[src/rtl/game_ctrl.sv]
`default_nettype none
// ============================================================================
// Module   : game_ctrl
// Purpose  : Round controller for the red-light/green-light game. Sequences
//            intro, instruction, alternating green/red phases, kill and
//            result screens, tracks per-player alive/finished status and
//            issues kill requests to the servo driver (req/ack).
// Ports    : i_clk_25      system clock (25 MHz VGA domain)
//            i_rst         synchronous active-high reset
//            i_next        debounced "next" button level (edge-detected here)
//            i_rand        random phase-length offset, sampled at phase entry
//            i_detect      per-player motion detected
//            i_finish      per-player reached the finish line
//            i_kill_ack    servo driver completion pulse
//            o_state       state encoding (IDLE=0 .. END=6)
//            o_green       high while in GREEN
//            o_alive       alive mask
//            o_finished    finished mask
//            o_kill_req    kill request to servo driver
//            o_kill_idx    player targeted by the kill request
//            o_phase_left  ticks remaining in the current phase
//            o_win         high in RESULT when at least one player finished
// Options  : GAME_CTRL_TIMEOUT_EN - global game-time limit of LIMIT_TICKS.
// Revision : 1.0 - initial release
// ============================================================================
module game_ctrl #(
  parameter int N_PLAYERS   = 2,
  parameter int TICK_CYCLES = 25000000,
  parameter int RAND_W      = 3,
  parameter int MIN_TICKS   = 2,
  parameter int LIMIT_TICKS = 60
) (
  input  logic                                        i_clk_25,
  input  logic                                        i_rst,
  input  logic                                        i_next,
  input  logic [RAND_W-1:0]                           i_rand,
  input  logic [N_PLAYERS-1:0]                        i_detect,
  input  logic [N_PLAYERS-1:0]                        i_finish,
  input  logic                                        i_kill_ack,
  output logic [2:0]                                  o_state,
  output logic                                        o_green,
  output logic [N_PLAYERS-1:0]                        o_alive,
  output logic [N_PLAYERS-1:0]                        o_finished,
  output logic                                        o_kill_req,
  output logic [((N_PLAYERS > 1) ? $clog2(N_PLAYERS) : 1)-1:0] o_kill_idx,
  output logic [7:0]                                  o_phase_left,
  output logic                                        o_win
);

  localparam int IDX_W = (N_PLAYERS > 1) ? $clog2(N_PLAYERS) : 1;
  localparam int CNT_W = (TICK_CYCLES > 1) ? $clog2(TICK_CYCLES) : 1;
  localparam logic [CNT_W-1:0] C_TICK_LAST = CNT_W'(TICK_CYCLES - 1);
  localparam logic [7:0]       C_MIN_TICKS = 8'(MIN_TICKS);

  typedef enum logic [2:0] {
    S_IDLE   = 3'd0,
    S_INST   = 3'd1,
    S_GREEN  = 3'd2,
    S_RED    = 3'd3,
    S_KILL   = 3'd4,
    S_RESULT = 3'd5,
    S_END    = 3'd6,
    S_BAD    = 3'd7
  } state_t;

  state_t               r_state, w_state_nxt;
  logic                 r_next_d;
  logic [CNT_W-1:0]     r_tick_cnt;
  logic [7:0]           r_phase, w_phase_nxt;
  logic [N_PLAYERS-1:0] r_alive, w_alive_nxt;
  logic [N_PLAYERS-1:0] r_fin, w_fin_nxt;
  logic [N_PLAYERS-1:0] r_pend, w_pend_nxt;
  logic [N_PLAYERS-1:0] w_act_nxt;
  logic [IDX_W-1:0]     r_idx, w_idx_nxt;
  logic                 r_req, w_req_nxt;
  logic                 r_green, r_win;

  logic                 w_next_evt;
  logic                 w_tick;
  logic                 w_in_phase;
  logic [N_PLAYERS-1:0] w_active;
  logic [7:0]           w_reload;
  logic                 w_limit;

  assign w_next_evt = i_next & ~r_next_d;
  assign w_tick     = (r_tick_cnt == C_TICK_LAST);
  assign w_in_phase = (r_state == S_GREEN) || (r_state == S_RED);
  assign w_active   = r_alive & ~r_fin;
  assign w_reload   = C_MIN_TICKS + 8'(i_rand);

  function automatic logic [IDX_W-1:0] f_lowest(input logic [N_PLAYERS-1:0] v);
    f_lowest = '0;
    for (int k = N_PLAYERS - 1; k >= 0; k--) begin
      if (v[k]) f_lowest = IDX_W'(k);
    end
  endfunction

`ifdef GAME_CTRL_TIMEOUT_EN
  localparam int TOT_W = $clog2(LIMIT_TICKS + 1);
  logic [TOT_W-1:0] r_total;
  logic             r_limit;

  // Sticky once reached so a KILL in progress can finish before RESULT.
  assign w_limit = r_limit ||
                   (w_in_phase && w_tick && (r_total == TOT_W'(LIMIT_TICKS - 1)));

  always_ff @(posedge i_clk_25) begin
    if (i_rst) begin
      r_total <= '0;
      r_limit <= 1'b0;
    end else if (r_state == S_INST && w_next_evt) begin
      r_total <= '0;
      r_limit <= 1'b0;
    end else begin
      if (w_in_phase && w_tick) r_total <= r_total + 1'b1;
      r_limit <= w_limit;
    end
  end
`else
  assign w_limit = 1'b0;
`endif

  always_comb begin
    w_state_nxt = r_state;
    w_phase_nxt = r_phase;
    w_alive_nxt = r_alive;
    w_fin_nxt   = r_fin;
    w_pend_nxt  = r_pend;
    w_idx_nxt   = r_idx;
    w_req_nxt   = r_req;
    w_act_nxt   = w_active;
    case (r_state)
      S_IDLE: if (w_next_evt) w_state_nxt = S_INST;
      S_INST: begin
        if (w_next_evt) begin
          w_state_nxt = S_GREEN;
          w_alive_nxt = '1;
          w_fin_nxt   = '0;
          w_pend_nxt  = '0;
          w_phase_nxt = w_reload;
        end
      end
      S_GREEN, S_RED: begin
        // Phase count never drops below 1 so a RED resumed after KILL can
        // still expire.
        if (w_tick && r_phase > 8'd1) w_phase_nxt = r_phase - 8'd1;
        if (r_state == S_GREEN) begin
          w_fin_nxt = r_fin | (i_finish & w_active);
        end else begin
          w_pend_nxt = r_pend | (i_detect & w_active);
          w_fin_nxt  = r_fin | (i_finish & w_active & ~i_detect);
        end
        w_act_nxt = r_alive & ~w_fin_nxt;
        if (|w_pend_nxt) begin
          w_state_nxt = S_KILL;
          w_idx_nxt   = f_lowest(w_pend_nxt);
          w_req_nxt   = 1'b1;
        end else if (w_act_nxt == '0 || w_limit) begin
          w_state_nxt = S_RESULT;
          w_alive_nxt = r_alive & w_fin_nxt;
        end else if (w_tick && r_phase == 8'd1) begin
          w_state_nxt = (r_state == S_GREEN) ? S_RED : S_GREEN;
          w_phase_nxt = w_reload;
        end
      end
      S_KILL: begin
        // After an ack with more victims queued, req stays low one cycle
        // before being re-raised for the next target.
        if (!r_req) begin
          w_req_nxt = 1'b1;
        end else if (i_kill_ack) begin
          w_alive_nxt = r_alive & ~(N_PLAYERS'(1) << r_idx);
          w_pend_nxt  = r_pend  & ~(N_PLAYERS'(1) << r_idx);
          w_req_nxt   = 1'b0;
          w_act_nxt   = w_alive_nxt & ~r_fin;
          if (|w_pend_nxt) begin
            w_idx_nxt = f_lowest(w_pend_nxt);
          end else if (w_act_nxt == '0 || w_limit) begin
            w_state_nxt = S_RESULT;
            w_alive_nxt = w_alive_nxt & r_fin;
          end else begin
            w_state_nxt = S_RED;
          end
        end
      end
      S_RESULT: if (w_next_evt) w_state_nxt = S_END;
      S_END:    if (w_next_evt) w_state_nxt = S_IDLE;
      default:  w_state_nxt = S_IDLE;
    endcase
  end

  always_ff @(posedge i_clk_25) begin
    if (i_rst) begin
      r_state    <= S_IDLE;
      r_next_d   <= 1'b0;
      r_tick_cnt <= '0;
      r_phase    <= '0;
      r_alive    <= '0;
      r_fin      <= '0;
      r_pend     <= '0;
      r_idx      <= '0;
      r_req      <= 1'b0;
      r_green    <= 1'b0;
      r_win      <= 1'b0;
    end else begin
      r_state  <= w_state_nxt;
      r_next_d <= i_next;
      if (w_state_nxt != r_state)  r_tick_cnt <= '0;
      else if (r_state == S_KILL)  r_tick_cnt <= r_tick_cnt;
      else if (w_tick)             r_tick_cnt <= '0;
      else                         r_tick_cnt <= r_tick_cnt + 1'b1;
      r_phase <= w_phase_nxt;
      r_alive <= w_alive_nxt;
      r_fin   <= w_fin_nxt;
      r_pend  <= w_pend_nxt;
      r_idx   <= w_idx_nxt;
      r_req   <= w_req_nxt;
      r_green <= (w_state_nxt == S_GREEN);
      r_win   <= (w_state_nxt == S_RESULT) && (|w_fin_nxt);
    end
  end

  assign o_state      = r_state;
  assign o_green      = r_green;
  assign o_alive      = r_alive;
  assign o_finished   = r_fin;
  assign o_kill_req   = r_req;
  assign o_kill_idx   = r_idx;
  assign o_phase_left = r_phase;
  assign o_win        = r_win;

endmodule
`default_nettype wire
[config.mk]
export PLATFORM = sky130hd
export DESIGN_NAME = game_ctrl
export DESIGN_NICKNAME = d
export VERILOG_FILES = /design/src/rtl/game_ctrl.sv
export SDC_FILE = /design/constraint.sdc
export NUM_CORES = 1
export LEC_CHECK = 0
export ABC_CLOCK_PERIOD_IN_PS = 2910
export BUFFER_PORTS_ARGS = -buffer_cell sky130_fd_sc_hd__buf_4
export CORE_MARGIN = 10
export CORE_UTILIZATION = 40
export DETAILED_ROUTE_END_ITERATION = 8
export PLACE_DENSITY_LB_ADDON = 0.15
export RECOVER_POWER = 100
export REMOVE_ABC_BUFFERS = 1
export SYNTH_ARGS = -nofsm -noshare
export SYNTH_HDL_FRONTEND = slang
export SYNTH_SLANG_ARGS = --single-unit
[constraint.sdc]
create_clock -name i_clk_25 -period 2.91 [get_ports i_clk_25]
set_input_delay 0.582 -clock i_clk_25 [delete_from_list [all_inputs] [get_ports i_clk_25]]
set_output_delay 0.582 -clock i_clk_25 [all_outputs]
set_load 0.03 [all_outputs]
# Yosys cells after proc, flatten, opt, wreduce, memory -nomap -nowiden
# Index checks and enable logic that the tools add are counted.
# word_totals
register_bits	47
elab_cells	123
output_inout_bits	19
in_bits	11
# op_classes
n_shift	1
n_lt_le_gt_ge	1
n_eq_ne	18
addsub	3
n_reduce_logical	19
bitwise_logic	19
mux	51
# ops
operator	count
$mux 8	5
$mux 3	11
$mux 2	15
$add 25x1->25 const B	1
$eq 25x25->1 const B	1
$mux 25	1
$and 2x2->2	10
$pmux 3 s6	1
$pmux 8 s2	1
$ne 2x2->1 const B	7
$eq 3x3->1 const B	4
$mux 1	12
$pmux 2 s3	2
$reduce_or 2->1	5
$eq 3x2->1 const B	3
$eq 8x1->1 const B	1
$gt 8x1->1 const B	1
$not 2->2	4
$sub 8x1->8 const B	1
$or 2x2->2	3
$reduce_and 6->1	1
$reduce_and 5->1	1
$add 2x3->4 const A	1
$logic_not 2->1	2
other kinds (13)	18

# Depth between registers and ports, before layout
# logic_depth
word_depth	15
ltp_mapped	9
mapped_depth_nobuf	7

# Worst setup path after synthesis
# OpenSTA, ideal clock, no wires.
# synth_timing
kind	register -> register
startpoint	reg r_tick_cnt[8]
endpoint	reg r_phase[7] (netlist: o_phase_left[7])
setup_slack_ns	0.605
path_buffers	0
path_stages_with_launch	7
required_time_ns	2.764
t_arrival_ns	2.158
setup_time_ns	0.146
cell_sequence	dfxtp_1 > or4b_1 > or4_4 > nor4_4 > nand3_2 > o41ai_1 > a311oi_1
# synth_via
elab_chain_cells	7
# synth_rtl
element	line	text
from (decl)	68	logic [CNT_W-1:0] r_tick_cnt;
from (signal assigned)	209	else if (r_state == S_KILL) r_tick_cnt <= r_tick_cnt;
from (signal assigned)	211	else r_tick_cnt <= r_tick_cnt + 1'b1;
$eq 25x25->1 (*)	86	assign w_tick = (r_tick_cnt == C_TICK_LAST);
$logic_and 1x1->1	146	if (w_tick && r_phase > 8'd1) w_phase_nxt = r_phase - 8'd1;
$mux 8	146	
$mux 8	161	end else if (w_tick && r_phase == 8'd1) begin
$mux 8	158	end else if (w_act_nxt == '0 || w_limit) begin
$mux 8 (*)	154	if (|w_pend_nxt) begin
$pmux 8 s2 (*)	132	case (r_state)
to (signal assigned)	212	r_phase <= w_phase_nxt;
to (decl)	69	logic [7:0] r_phase, w_phase_nxt;
# Every way passes the cells marked *; elsewhere a longest branch is shown, timed or not.
# A chain may end at the register's enable or synchronous reset.

# Final worst setup path
# Same ends and word-level chain as after synthesis.

==> impl_metrics.yaml <==
logic_synthesis:
  async_flop_share: 0
  synthAdderAreaFrac: 0.0182
  synth_compound_area_frac: 0.155
  synth_top_area_share: 0.342
  seq_area_frac_synth: 0.342
  yosys.area_share.xor_xnor: 0.0731
  netlist_instances: 337
  ys.flop_type: "dfxtp_1"
  synth_mux_area_frac: 0.0114
  yosysUniqueCellTypes: 61
  syn_avg_cell_area_um2: 8.17
  syn_area_um2: 2750
  synth_top_family_by_area: "simple AND/OR/NAND/NOR gates"
  synth-seq-cells: 47
  yosysTopAreaCell: "dfxtp_1"
  yosys_warnings: 0
  synth_simple_gate_area_share: 0.350
  synth_edf_count: 0
  synth.area.top_cells: "dfxtp_1 (34%), nor2_1 (7.5%), xnor2_1 (3.8%)"
timing:
  hold_slack_ns: 0.502
  finalSetupViolations: 0
  slew-limit-headroom: 0.136
  grt_setup_unrepaired: "no"
  drv_slew: 0
  setup_slack_ns: 0.316
  fin_skew_ns: 0.00250
  setup_tns_ns: 0
  max_freq_ghz: 0.386
  period_needed_ns: 2.59
  period_share: 0.891
  finalHoldViolations: 0
  worst_pin_slew_ns: 1.30
finish:
  drive_above_1_share: 0.0845
  diodes: 0
  syn_to_final_growth_pct: 10.6
  nNetsFinal: 381
  final_util: 0.451
detailed_routing:
  via_per_inst: 5.70
  antenna_left: 0
  drc: 0
  dr.pass1.iters: 4
  vias: 2549
  wl_mm: 6.91
  wl_per_cell_um: 15.4
  drtIter0Drc: 93
critical_path:
  cp.buffers_inverters: 0
  cp_num_cells: 6
  crit_end: "o_phase_left[7]"
  cp.arrival_ns: 2.73
  crit_path_end_kind: "flop"
  slowest_delay_ns: 0.58
  critPathLaunchType: "flop"
  crit_start: "r_tick_cnt[8]"
  path_delay_family: "simple AND/OR/NAND/NOR gates"
  required_ns: 3.05
  crit_slowest_cell: "or4_1"
  critPathMaxFanout: 5
  r2r_start: "r_tick_cnt[8]"
  path_cells: "or4b_1 > or4_1 > nor4_4 > nand3_2 > o41ai_1 > a311oi_1"
  critical_path_class: "flop to flop"
  r2r_slack_ns: 0.32
  r2r_end: "o_phase_left[7]"
  reg2reg_depth: 6
cts:
  cts_tree: "built"
  clock_path_buffers: 2
  ctsHoldBuffers: 0
  clk-insertion-delay-late_ns: 0.31
  root_buffer: "clkbuf_8"
  cts_buffers: 5
  cts_resized: 0
  numClockSinks: 47
  post_cts_buffers: 0
  path_clk_slew_ns: 0.09
  htree_levels: 2
place:
  place_ws_ns: 0.391
  portBuffers: 29
  place_congestion: 0.831
  dp_hpwl_mm: 5.03
floorplan:
  fp.dieW_um: 103
  initial_utilization: 0.408
  core-area_um2: 6760
  num_rows: 30
  dieHeight_um: 103
  die_area_um2: 10600
  pin_count: 30
grt:
  grt_use_total: 0.135
  grt_pass1_vias: 2457
  antenna_found_initial: 0
  grt.overflow.total: 0
  grt_max_degree: 31
  grt_first_pass_wirelength_mm: 11.6
outcome:
  outcome: "completed"
flow_run:
  cap_violations: 0
worst_hold_path:
  hold_class: "primary input to flop"
pwr:
  p_sw_frac: 0.313
  pwr_density_cell_nw_per_um2: 490
  pwr-share-clk: 0.337
  p_int_w: 0.00103
  seqPwrFrac: 0.468
  power_leakage_nw: 1.05
  combPwrFrac: 0.195
  p_total_w: 0.00149
  power_switching_w: 0.000468
  ir_drop_mv: 0.351
[flip-flops by register name (all words and copies together), names as in the netlist]
register / flops
o_finished: 2
o_state: 3
o_alive: 2
o_green: 1
o_kill_req: 1
o_kill_idx: 1
r_pend: 2
r_tick_cnt: 25
o_win: 1
o_phase_left: 8
r_next_d: 1
[cell type report]
cell class / count / area [um2]
multi-input cells: 268 / 1660
inverters: 7 / 26.3
clock inverters: 3 / 47.5
flip-flops and latches: 47 / 941
repair buffers: 37 / 200
fillers: 685 / 3710
well taps: 80 / 100
clock buffers: 5 / 68.8
[synthesized netlist by cell type (5+ instances only)]
library cell,instances
inv_1,7
xor2_1,11
clkbuf_1,5
dfxtp_1,47
nor3b_1,7
nand2b_1,5
nand2_1,22
xnor2_1,12
buf_6,7
nand4_1,8
and3_1,7
o21ai_0,11
nor3_1,14
a21oi_1,14
nand3_1,16
nor2_1,55
nor2b_1,6
[placed cells by master, fill, tap and decap left out, types with 3 or more instances in the layout]
cell and n:
a21oi_1 14, a31oi_1 4, and3_1 7, and3b_1 3, and4_1 4, buf_4 16
clkbuf_1 20, clkbuf_8 5, dfxtp_1 47, ha_1 4, inv_1 7, nand2_1 22
nand2b_1 5, nand3_1 16, nand3b_1 3, nand4_1 8, nor2_1 55, nor2b_1 6
nor3_1 14, nor3b_1 7, nor4_1 4, nor4b_1 3, o21ai_0 11, o22a_1 3
o31ai_1 3, or3_1 4, or4b_1 3, xnor2_1 12, xor2_1 11
[power by group through the flow]
stage | Sequential, W | Clock (W) | Combinational [W]
after detailed placement | 0.000713 | 0 | 0.000309
after global placement | 0.000712 | 0 | 0.000309
after floorplan | 0.000741 | 0 | 0.000161
after CTS | 0.000698 | 0.000520 | 0.000310
after global routing | 0.000704 | 0.000538 | 0.000326
final | 0.000698 | 0.000504 | 0.000291
[how the worst min path moves through the flow]
stage             startpoint             to  slack, ns  depth (start not counted)
2_1_floorplan  r_tick_cnt[0]  r_tick_cnt[0]       0.46                          2
5_1_grt               i_next       r_next_d       0.52                          2
4_1_cts               i_next       r_next_d       0.50                          2
3_5_place_dp   r_tick_cnt[0]  r_tick_cnt[0]       0.49                          2
6_report              i_next       r_next_d       0.50                          2
3_3_place_gp   r_tick_cnt[0]  r_tick_cnt[0]       0.48                          2
[cells by family (layout without fill, tap and decap cells)]
logic type,Yosys count,in the layout
xor+xnor,23,23
mux,3,3
fa+ha+maj,4,4
simple gates,177,177
buf+inv,22,52
compound gates,61,61
flops,47,47
[metrics by stage]
step	cell area (um2)	std cells
after floorplan	2640	322
after CTS	3130	447
after global routing	3050	447
after global placement	3020	439
after detailed placement	3020	439
final	3050	447
[routing by layer]
metal  GRT usage  up-vias  routed length, um
li1            -     1275                  -
met1       0.167     1214               3200
met2       0.222       52               3260
met3      0.0315        8                359
met4      0.0503        0                 89
met5           0        -                  0
Note: power is estimated with default switching activity, not from simulation.
